[config.mk]
export PLATFORM = sky130hd
export DESIGN_NAME = safebox_code_entry
export DESIGN_NICKNAME = d
export VERILOG_FILES = /design/src/rtl/safebox_code_entry.sv
export SDC_FILE = /design/constraint.sdc
export NUM_CORES = 1
export LEC_CHECK = 0
export CELL_PAD_IN_SITES_DETAIL_PLACEMENT = 2
export CELL_PAD_IN_SITES_GLOBAL_PLACEMENT = 2
export CORE_ASPECT_RATIO = 2
export CORE_UTILIZATION = 28
export CTS_CLUSTER_DIAMETER = 200
export DETAILED_ROUTE_END_ITERATION = 8
export PLACE_DENSITY = 0.75
export SYNTH_ARGS = -nofsm -noshare
export SYNTH_HDL_FRONTEND = slang
export SYNTH_SLANG_ARGS = --single-unit
[constraint.sdc]
create_clock -name clk -period 6 [get_ports clk]
set_input_delay 1.5 -clock clk [delete_from_list [all_inputs] [get_ports clk]]
set_output_delay 1.5 -clock clk [all_outputs]
set_load 0.01 [all_outputs]
[src/rtl/safebox_code_entry.sv]
// Safe-box code entry: assembles a 4-digit BCD code from debounced key pulses,
// checks it against a stored password and enforces a timed lockout after repeated failures.
module safebox_code_entry #(
    parameter logic [15:0] PASS_DEFAULT = 16'h1234,
    parameter int unsigned MAX_TRIES    = 3,
    parameter int unsigned LOCK_CYC     = 100_000_000
) (
    input  logic        clk,
    input  logic        rst,
    input  logic        key_inc,
    input  logic        key_next,
    input  logic        key_ok,
    input  logic        key_set,
    output logic [15:0] code_disp,
    output logic [1:0]  pos,
    output logic        unlocked,
    output logic        alarm,
    output logic [1:0]  fail_cnt
);

    localparam int unsigned TW = $clog2(LOCK_CYC);
    localparam logic [TW-1:0] TIMER_LAST = TW'(LOCK_CYC - 1);
    localparam logic [2:0] TRIES_LIMIT = 3'(MAX_TRIES);

    typedef enum logic [1:0] {
        ST_ENTRY,
        ST_OPEN,
        ST_LOCKED
    } state_t;

    state_t        state;
    logic [15:0]   entry;
    logic [15:0]   pass;
    logic [TW-1:0] timer;

    // Illegal BCD values 10..15 fold back to 0 together with the 9 -> 0 wrap.
    function automatic logic [3:0] inc_digit(input logic [3:0] d);
        return (d >= 4'd9) ? 4'd0 : d + 4'd1;
    endfunction

    always_ff @(posedge clk) begin
        if (rst) begin
            state    <= ST_ENTRY;
            entry    <= '0;
            pos      <= '0;
            pass     <= PASS_DEFAULT;
            fail_cnt <= '0;
            timer    <= '0;
            unlocked <= 1'b0;
            alarm    <= 1'b0;
        end else begin
            case (state)
                ST_ENTRY: begin
                    if (key_ok) begin
                        entry <= '0;
                        pos   <= '0;
                        if (entry == pass) begin
                            state    <= ST_OPEN;
                            unlocked <= 1'b1;
                            fail_cnt <= '0;
                        end else if (({1'b0, fail_cnt} + 3'd1) == TRIES_LIMIT) begin
                            state    <= ST_LOCKED;
                            alarm    <= 1'b1;
                            fail_cnt <= TRIES_LIMIT[1:0];
                            timer    <= '0;
                        end else begin
                            fail_cnt <= fail_cnt + 2'd1;
                        end
                    end else if (key_set) begin
                        // SET outranks NEXT/INC even though it has no effect here.
                    end else if (key_next) begin
                        pos <= pos + 2'd1;
                    end else if (key_inc) begin
                        entry[{pos, 2'b00} +: 4] <= inc_digit(entry[{pos, 2'b00} +: 4]);
                    end
                end
                ST_OPEN: begin
                    if (key_ok) begin
                        state    <= ST_ENTRY;
                        unlocked <= 1'b0;
                        entry    <= '0;
                        pos      <= '0;
                    end else if (key_set) begin
                        pass  <= entry;
                        entry <= '0;
                        pos   <= '0;
                    end else if (key_next) begin
                        pos <= pos + 2'd1;
                    end else if (key_inc) begin
                        entry[{pos, 2'b00} +: 4] <= inc_digit(entry[{pos, 2'b00} +: 4]);
                    end
                end
                ST_LOCKED: begin
                    if (timer == TIMER_LAST) begin
                        state    <= ST_ENTRY;
                        alarm    <= 1'b0;
                        fail_cnt <= '0;
                        timer    <= '0;
                    end else begin
                        timer <= timer + 1'b1;
                    end
                end
                default: begin
                    state    <= ST_ENTRY;
                    unlocked <= 1'b0;
                    alarm    <= 1'b0;
                end
            endcase
        end
    end

    assign code_disp = entry;

endmodule

==> results of run 1 <==
[synth_stat cells (all sizes together) (2+ instances only)]
| cell | instances | area, µm² |
|---|---|---|
| or3 | 14 | 87.6 |
| xor2 | 19 | 166 |
| clkbuf | 15 | 56.3 |
| a32oi | 2 | 17.5 |
| a21o | 4 | 30.0 |
| nor2b | 4 | 25.0 |
| a21oi | 39 | 195 |
| o31ai | 7 | 52.6 |
| dfxtp | 67 | 1340 |
| nand4 | 4 | 25.0 |
| nor3 | 6 | 30.0 |
| a31o | 2 | 17.5 |
| o21ai | 17 | 85.1 |
| a22oi | 15 | 113 |
| ha | 10 | 125 |
| buf | 4 | 31.3 |
| or4 | 9 | 67.6 |
| and2 | 3 | 18.8 |
| mux4 | 4 | 90.1 |
| mux2i | 3 | 30.0 |
| nand3 | 20 | 100 |
| nand2b | 4 | 25.0 |
| nor4 | 8 | 50.1 |
| or4b | 2 | 20.0 |
| nand2 | 59 | 221 |
| xnor2 | 3 | 26.3 |
| inv | 15 | 56.3 |
| a31oi | 6 | 37.5 |
| nor2 | 39 | 146 |
| and4 | 4 | 35.0 |
| and3 | 4 | 25.0 |
[cell families (layout without fill, tap and decap cells)]
logic type	Yosys count	in the layout	share of synthesized area (%)
AOI/OAI and AO/OA	101	101	18.0
xor gates and xnor gates	22	22	5.53
adders and majority gates	10	10	3.59
buffers and inverters	35	62	4.24
DFF	67	67	38.5
muxes	7	7	3.45
and+or+nand+nor	186	186	26.7
[registers in the layout, summed over array words and instances (netlist names)]
signal and count:
fail_cnt 2, code_disp 16, pos 2, pass 16, alarm 1, timer 27, state 2, unlocked 1
[worst min-delay path by stage]
stage / start / endpoint / depth (start not counted)
final: pass[1] / pass[1] / 2
after global placement: pass[14] / pass[14] / 2
after CTS: pass[0] / pass[0] / 2
after global routing: pass[1] / pass[1] / 2
after detailed placement: pass[0] / pass[0] / 2
after floorplan: pass[0] / pass[0] / 2
[per-stage QoR]
stage | setup WS (ns) | std cells | cell area [µm²] | utilization, %
global route | 2.05 | 602 | 4180 | 34.5
detailed placement | 1.84 | 586 | 3870 | 31.9
global placement | 1.95 | 586 | 3870 | 31.9
CTS | 2.18 | 602 | 4180 | 34.5
floorplan | 3.10 | 428 | 3480 | -
finish | 2.26 | 602 | 4180 | 34.5
[power by group through the flow]
stage                     Clock (mW)  Sequential [mW]  Combinational [mW]
after CTS                      0.568            0.456              0.0635
after global placement             0            0.465              0.0601
after floorplan                    0            0.463              0.0395
after detailed placement           0            0.465              0.0632
final                          0.553            0.455              0.0628
after global routing           0.589            0.456              0.0681
[metal layers]
layer	share of wire (%)	up-vias
met5	0	-
li1	-	1588
met3	2.8	34
met1	33	1683
met4	4.7	0
met2	59	66
[final cells by class]
class	instances	area [µm²]
fillers	1411	7940
multi-input cells	326	1990
flip-flops and latches	67	1340
repair buffers	30	293
clock buffers	9	225
well taps	147	184
clock inverters	7	82.6
inverters	16	60.1
[tightest hold or removal path: stages (launching register included)]
cell                      delay [ns]
sky130_fd_sc_hd__dfxtp_1        0.31
sky130_fd_sc_hd__nand2_1        0.06
sky130_fd_sc_hd__a21oi_1        0.05
==> results.txt, run 1 <==
----------------------------------------------------
[Status]
  Run status ... finished clean

[Routing]
  Number of remaining DRC errors ... 0
  First DRT Iteration DRCs ... 84
  Routed Antenna Nets ... 0
  Detailed-route wire length ... between 10,000 and 15,000 µm
  Total via count in the routed design ... between 3,000 and 4,000
  Routed wire per std cell ... just under 20 µm
  Number of iterations in the first detailed-routing pass ... 4
  Per-cell via count in the routed design ... 5.60

[Critical path]
  Crit-path max cell delay ... around 0.8 ns
  Worst reg-to-reg path cell count ... 6
  Depth of the critical timing path with buffers and inverters included ... 7
  Worst R2R End ... timer[7]
  CP Launch Point ... rst
  Critical Path, Cell by Cell ... clkdlybuf4s50_1 > buf_4 > clkinv_1 > o31ai_1 > a41o_1 > a311oi_1 > a31o_1
  Family with the most delay on the worst path ... compound AO/OA/AOI/OAI gates
  Worst path arrival time ... a little under 4 ns
  Worst EP required ... around 6.2 ns
  Origin of the critical flop-to-flop path ... code_disp[10]
  Cell with the largest stage delay on the worst path ... sky130_fd_sc_hd__a41o_1
  Worst setup path class ... input pin to flip-flop
  Top fanout value on the critical path ... 33
  Launching element type of the critical path ... input pin
  Reg-to-reg setup timing slack ... about 2.9 ns
  Worst setup EP type ... flip-flop
  Last element of the critical path ... timer[7]
  Crit path buf inv count ... 3

[Global routing]
  Pin count of the biggest net entering global routing ... 34
  Vias in the first global route ... roughly 3,700
  Gr busiest metal ... met2
  Met2 routing resource usage after global routing ... 38.5%
  Wire length of the first global-routing pass ... approximately 19,000 µm
  Total routing resource utilization after global routing ... 19.7%
  Residual overflow from global routing ... 0
  Routing usage on met1 ... 17.5%
  Met3 Use GR ... between 4 and 5%
  Initial antenna violation count ... 0

[Power]
  Total power density per cell area ... ~260 mW/mm²
  Cell-internal power ... 0.800 mW
  Leak pwr ... approximately 1.5 nW
  Proportion of power drawn by the clock network ... about half
  Total power ... 1.07 mW
  Switching power of the nets ... between 0.2 and 0.3 mW
  Portion of total power attributed to combinational logic ... between 5 and 6%
  Maximum vdd ir drop ... between 0.15 and 0.2 mV
  Fraction of power spent switching nets ... between 20% and 30%
  Part of the total power dissipated in sequential elements ... 42.5%

[Synth]
  Number of enable flip-flop cells after synthesis ... 0
  Async set or reset register ratio after synthesis ... 0%
  Nets in the synthesized netlist ... 444
  Most used DFF post-synth ... sky130_fd_sc_hd__dfxtp_1
  Synthesis Warnings ... 0
  Cell area after synthesis ... 0.00348 mm²
  FF+latch count, synth ... 67
  Portion of the post-synthesis area used by sequential elements ... 38.5%
  Number of distinct standard cells referenced by the synthesized netlist ... 51
  Post-synthesis area per instance ... 8.14 µm²
  Number of standard cells after synthesis ... 428

[Die]
  Top Ports ... 28
  Standard-cell rows ... 57
  Total die area ... 0.0129 mm²
  Core area ... 0.0121 mm²
  Effective utilization at floorplan ... between 20% and 30%
  Floorplan die height ... 160 µm
  Floorplan die width ... between 80 and 90 µm

[Clock network]
  TritonCTS clock tree ... done
  Post-CTS Hold Fix Bufs ... 0
  Number of levels the H-tree was split into ... 3
  Worst skew pair latency ... between 0.3 and 0.4 ns
  Number of gates resized after cts ... 0
  TritonCTS buffer count ... 9
  CTS root buf ... sky130_fd_sc_hd__clkbuf_16
  Count of buffers added by post-CTS timing repair for setup ... 0
  Sink count of the clock tree ... 67
  Max Root-Sink Buffers ... 2
  CTS clk-pin slew, worst paths ... around 0.060 ns

[STA]
  Final Setup Violations ... 0
  Relative slew slack ... around 30%
  Time the worst path needs with I/O delays and setup ... between 3 and 4 ns
  Slew at the pin closest to its max-slew limit ... slightly above 1 ns
  Worst Skew ... just over 0.008 ns
  Final-report hold violation count ... 0
  Total Negative Setup Slacks ... 0 ns
  Fmax achieved ... approximately 0.27 GHz
  Period utilization ... between 60% and 70%
  Max-slew violation count ... 0
  Final hold slack ... roughly 0.47 ns
  Setup repair after global routing missed its margin ... no

[Job]
  Number of maximum-capacitance violations ... 0

[Place]
  DP HPWL ... between 8000 and 9000 µm
  Last weighted congestion value of the routability-driven placer ... about 0.78
  Port-buffer cells ... 27

[Final layout]
  Nets@finish ... about 470
  Fraction of layout instances using a drive strength above 1 ... around 5.9%
  Leading cell type in the layout, fill and taps excluded ... sky130_fd_sc_hd__dfxtp_1
  Commonest cells after routing, fill and taps aside ... 67 x sky130_fd_sc_hd__dfxtp_1, 59 x sky130_fd_sc_hd__nand2_1, 39 x sky130_fd_sc_hd__a21oi_1, 39 x sky130_fd_sc_hd__nor2_1, 27 x sky130_fd_sc_hd__clkdlybuf4s50_1
  ANT cells ... 0
  Area Growth Syn to Fin ... 20.0%

[Worst hold path]
  Hold Crit Class ... flip-flop to flip-flop

----------------------------------------------------
(Power assumes the default switching activity.)
==> run 2, diff against run 1 <==
- PLACE_DENSITY: 0.75 -> 0.77
- clock period: 6 -> 3 ns (I/O delays scaled with it)
==> results.txt, run 2 (synthesized netlist as in run 1, its figures left out) <==
----------------------------------------------------
[Final layout]
  Register with the highest flop count ... timer
  Nets@finish ... 483 (+3.6%)
  Fraction of layout instances using a drive strength above 1 ... 9.53% (+3.6 points)
  Largest register FFs ... 27 (unchanged)
  Leading cell type in the layout, fill and taps excluded ... sky130_fd_sc_hd__dfxtp_1
  Core occupancy in the finished layout ... 35.5% (+1.0 points)
  Area Growth Syn to Fin ... 23.6%
  Commonest cells after routing, fill and taps aside ... 67 x sky130_fd_sc_hd__dfxtp_1, 59 x sky130_fd_sc_hd__nand2_1, 39 x sky130_fd_sc_hd__nor2_1, 38 x sky130_fd_sc_hd__a21oi_1, 27 x sky130_fd_sc_hd__clkdlybuf4s50_1
  ANT cells ... 0 (unchanged)
  Count of filler cells inserted in the layout ... 1,408 (-0.21%)
  Final cell count without fillers ... 619 (+2.8%)

[Critical path]
  Launching element type of the critical path ... input pin
  Worst setup EP type ... flip-flop
  Worst path arrival time ... 2.97 ns (-1.01 ns)
  Critical Path, Cell by Cell ... clkdlybuf4s50_1 > buf_4 > or3_1 > nand2b_1 > nor3_1 > a22oi_1 > nor2_1
  Cell with the largest stage delay on the worst path ... sky130_fd_sc_hd__nor3_1
  Top fanout value on the critical path ... 6 (-82%)
  Crit-path max cell delay ... 0.63 ns (-0.19 ns)
  Worst setup path class ... input pin to flip-flop
  Worst EP required ... 3.26 ns (-2.98 ns)

[Routing]
  First DRT Iteration DRCs ... 91 (+8.3%)
  Total via count in the routed design ... 3,395 (+0.71%)
  Per-cell via count in the routed design ... 5.48 (-2.1%)
  Number of remaining DRC errors ... 0 (unchanged)
  Number of iterations in the first detailed-routing pass ... 4 (unchanged)
  Routed Antenna Nets ... 0 (unchanged)
  Detailed-route wire length ... 11,800 µm (+0.23%)
  Routed wire per std cell ... 19.1 µm (-2.5%)

[Global routing]
  Initial antenna violation count ... 0 (unchanged)
  Total routing resource utilization after global routing ... 20.1% (+0.37 points)
  Pin count of the biggest net entering global routing ... 33 (-2.9%)
  Residual overflow from global routing ... 0 (unchanged)
  Wire length of the first global-routing pass ... 19,500 µm (+3.4%)
  Vias in the first global route ... 3,789 (+3.8%)

[Clock network]
  Number of gates resized after cts ... 0 (unchanged)
  Sink count of the clock tree ... 67 (unchanged)
  Number of levels the H-tree was split into ... 3 (unchanged)
  TritonCTS buffer count ... 9 (unchanged)
  Post-CTS Hold Fix Bufs ... 0 (unchanged)
  Count of buffers added by post-CTS timing repair for setup ... 0 (unchanged)
  TritonCTS clock tree ... done
  CTS clk-pin slew, worst paths ... 0.06 ns (about the same)
  CTS root buf ... sky130_fd_sc_hd__clkbuf_16
  Worst skew pair latency ... 0.34 ns (about the same)
  Max Root-Sink Buffers ... 2 (unchanged)

[Power]
  Total power density per cell area ... 492 mW/mm² (+92%)
  Leak pwr ... 1.53 nW (+4.9%)
  Maximum vdd ir drop ... 0.250 mV (+61%)

[Place]
  Dpl cells ... 603 (+2.9%)
  Port-buffer cells ... 27 (unchanged)
  DP HPWL ... 8970 µm (+0.19%)
  Last weighted congestion value of the routability-driven placer ... 0.813 (+4.4%)

[STA]
  Total Negative Setup Slacks ... 0 ns (unchanged)
  Final-report hold violation count ... 0 (unchanged)
  Worst Skew ... 0.00799 ns (-0.0000573 ns)
  Final Setup Violations ... 0 (unchanged)
  Setup repair after global routing missed its margin ... no
  Slew at the pin closest to its max-slew limit ... 0.712 ns (-0.326 ns)
  Fmax achieved ... between 0.3 and 0.4 GHz
  Max-slew violation count ... 0 (unchanged)
  Time the worst path needs with I/O delays and setup ... roughly 2.7 ns
  Final hold slack ... 0.476 ns (+0.00404 ns)
  Period utilization ... approximately nine tenths
  Relative slew slack ... 52.2% (+21 points)

[Die]
  Total die area ... 0.0129 mm² (unchanged)
  Floorplan die height ... 160 µm (unchanged)
  Standard-cell rows ... 57 (unchanged)
  Floorplan die width ... 80.9 µm (unchanged)
  Top Ports ... 28 (unchanged)
  Effective utilization at floorplan ... 28.7% (unchanged)
  Core area ... 0.0121 mm² (unchanged)

[Status]
  Run status ... finished clean

[Job]
  Number of maximum-capacitance violations ... 0 (unchanged)

[Worst hold path]
  Hold Crit Class ... flip-flop to flip-flop

----------------------------------------------------
==> run 2: cell types whose count changed in the layout (fill, tap and decap cells not counted) <==
cell,change
sky130_fd_sc_hd__a21oi_1,-1
sky130_fd_sc_hd__clkinv_4,-2
sky130_fd_sc_hd__a21oi_2,+1
sky130_fd_sc_hd__buf_4,+17
sky130_fd_sc_hd__inv_6,-2
sky130_fd_sc_hd__clkinvlp_4,+4
==> run 2: worst max-delay path: cells and delay by family <==
| family | cells | cell delay [ns] |
|---|---|---|
| AOI/OAI and AO/OA | 1 | 0.14 |
| buffers and inverters | 2 | 0.60 |
| and+or+nand+nor | 4 | 1.48 |
==> run 2: layer usage <==
metal  wire length [µm]  GRT usage [%]  vias to the layer above
met5                  0              0                        -
met4                392           9.66                        0
met3                242           3.20                       23
met2               6990           39.7                       48
met1               4190           18.7                     1712
li1                   -              -                     1612
==> run 2: power breakdown <==
group | switching [mW] | total [mW] | internal [mW]
sequential | 0.0121 | 0.910 | 0.898
combinational | 0.0794 | 0.133 | 0.0539
clock | 0.427 | 1.07 | 0.647
total | 0.518 | 2.12 | 1.60
==> run 2: final cells by class <==
| cell class | count | area [µm²] | area share, % |
|---|---|---|---|
| Timing Repair Buffer | 47 | 420 | 9.76 |
| Sequential cell | 67 | 1340 | 31.1 |
| Clock buffer | 9 | 225 | 5.23 |
| Inverter | 16 | 60.1 | 1.39 |
| Tap cell | 147 | 184 | 4.27 |
| Multi-Input combinational cell | 326 | 2000 | 46.4 |
| Clock inverter | 7 | 77.6 | 1.80 |
==> run 2: final timing paths <==
check | start | end | slack (ns) | depth (start not counted)
max | key_ok | code_disp[7] | 0.29 | 7
min | pass[3] | pass[3] | 0.48 | 2
max reg2reg | pos[0] | code_disp[5] | 0.38 | 9
min reg2reg | pass[3] | pass[3] | 0.48 | 2
==> run 2: stage by stage <==
step | power, mW | area (µm²) | worst slack, ns
floorplan | 1.00 | 3480 | 0.502
global placement | 1.06 | 4000 | 0.0828
detailed placement | 1.06 | 4000 | -0.0365
CTS | 2.15 | 4300 | 0.139
global route | 2.20 | 4310 | 0.0584
finish | 2.12 | 4310 | 0.290
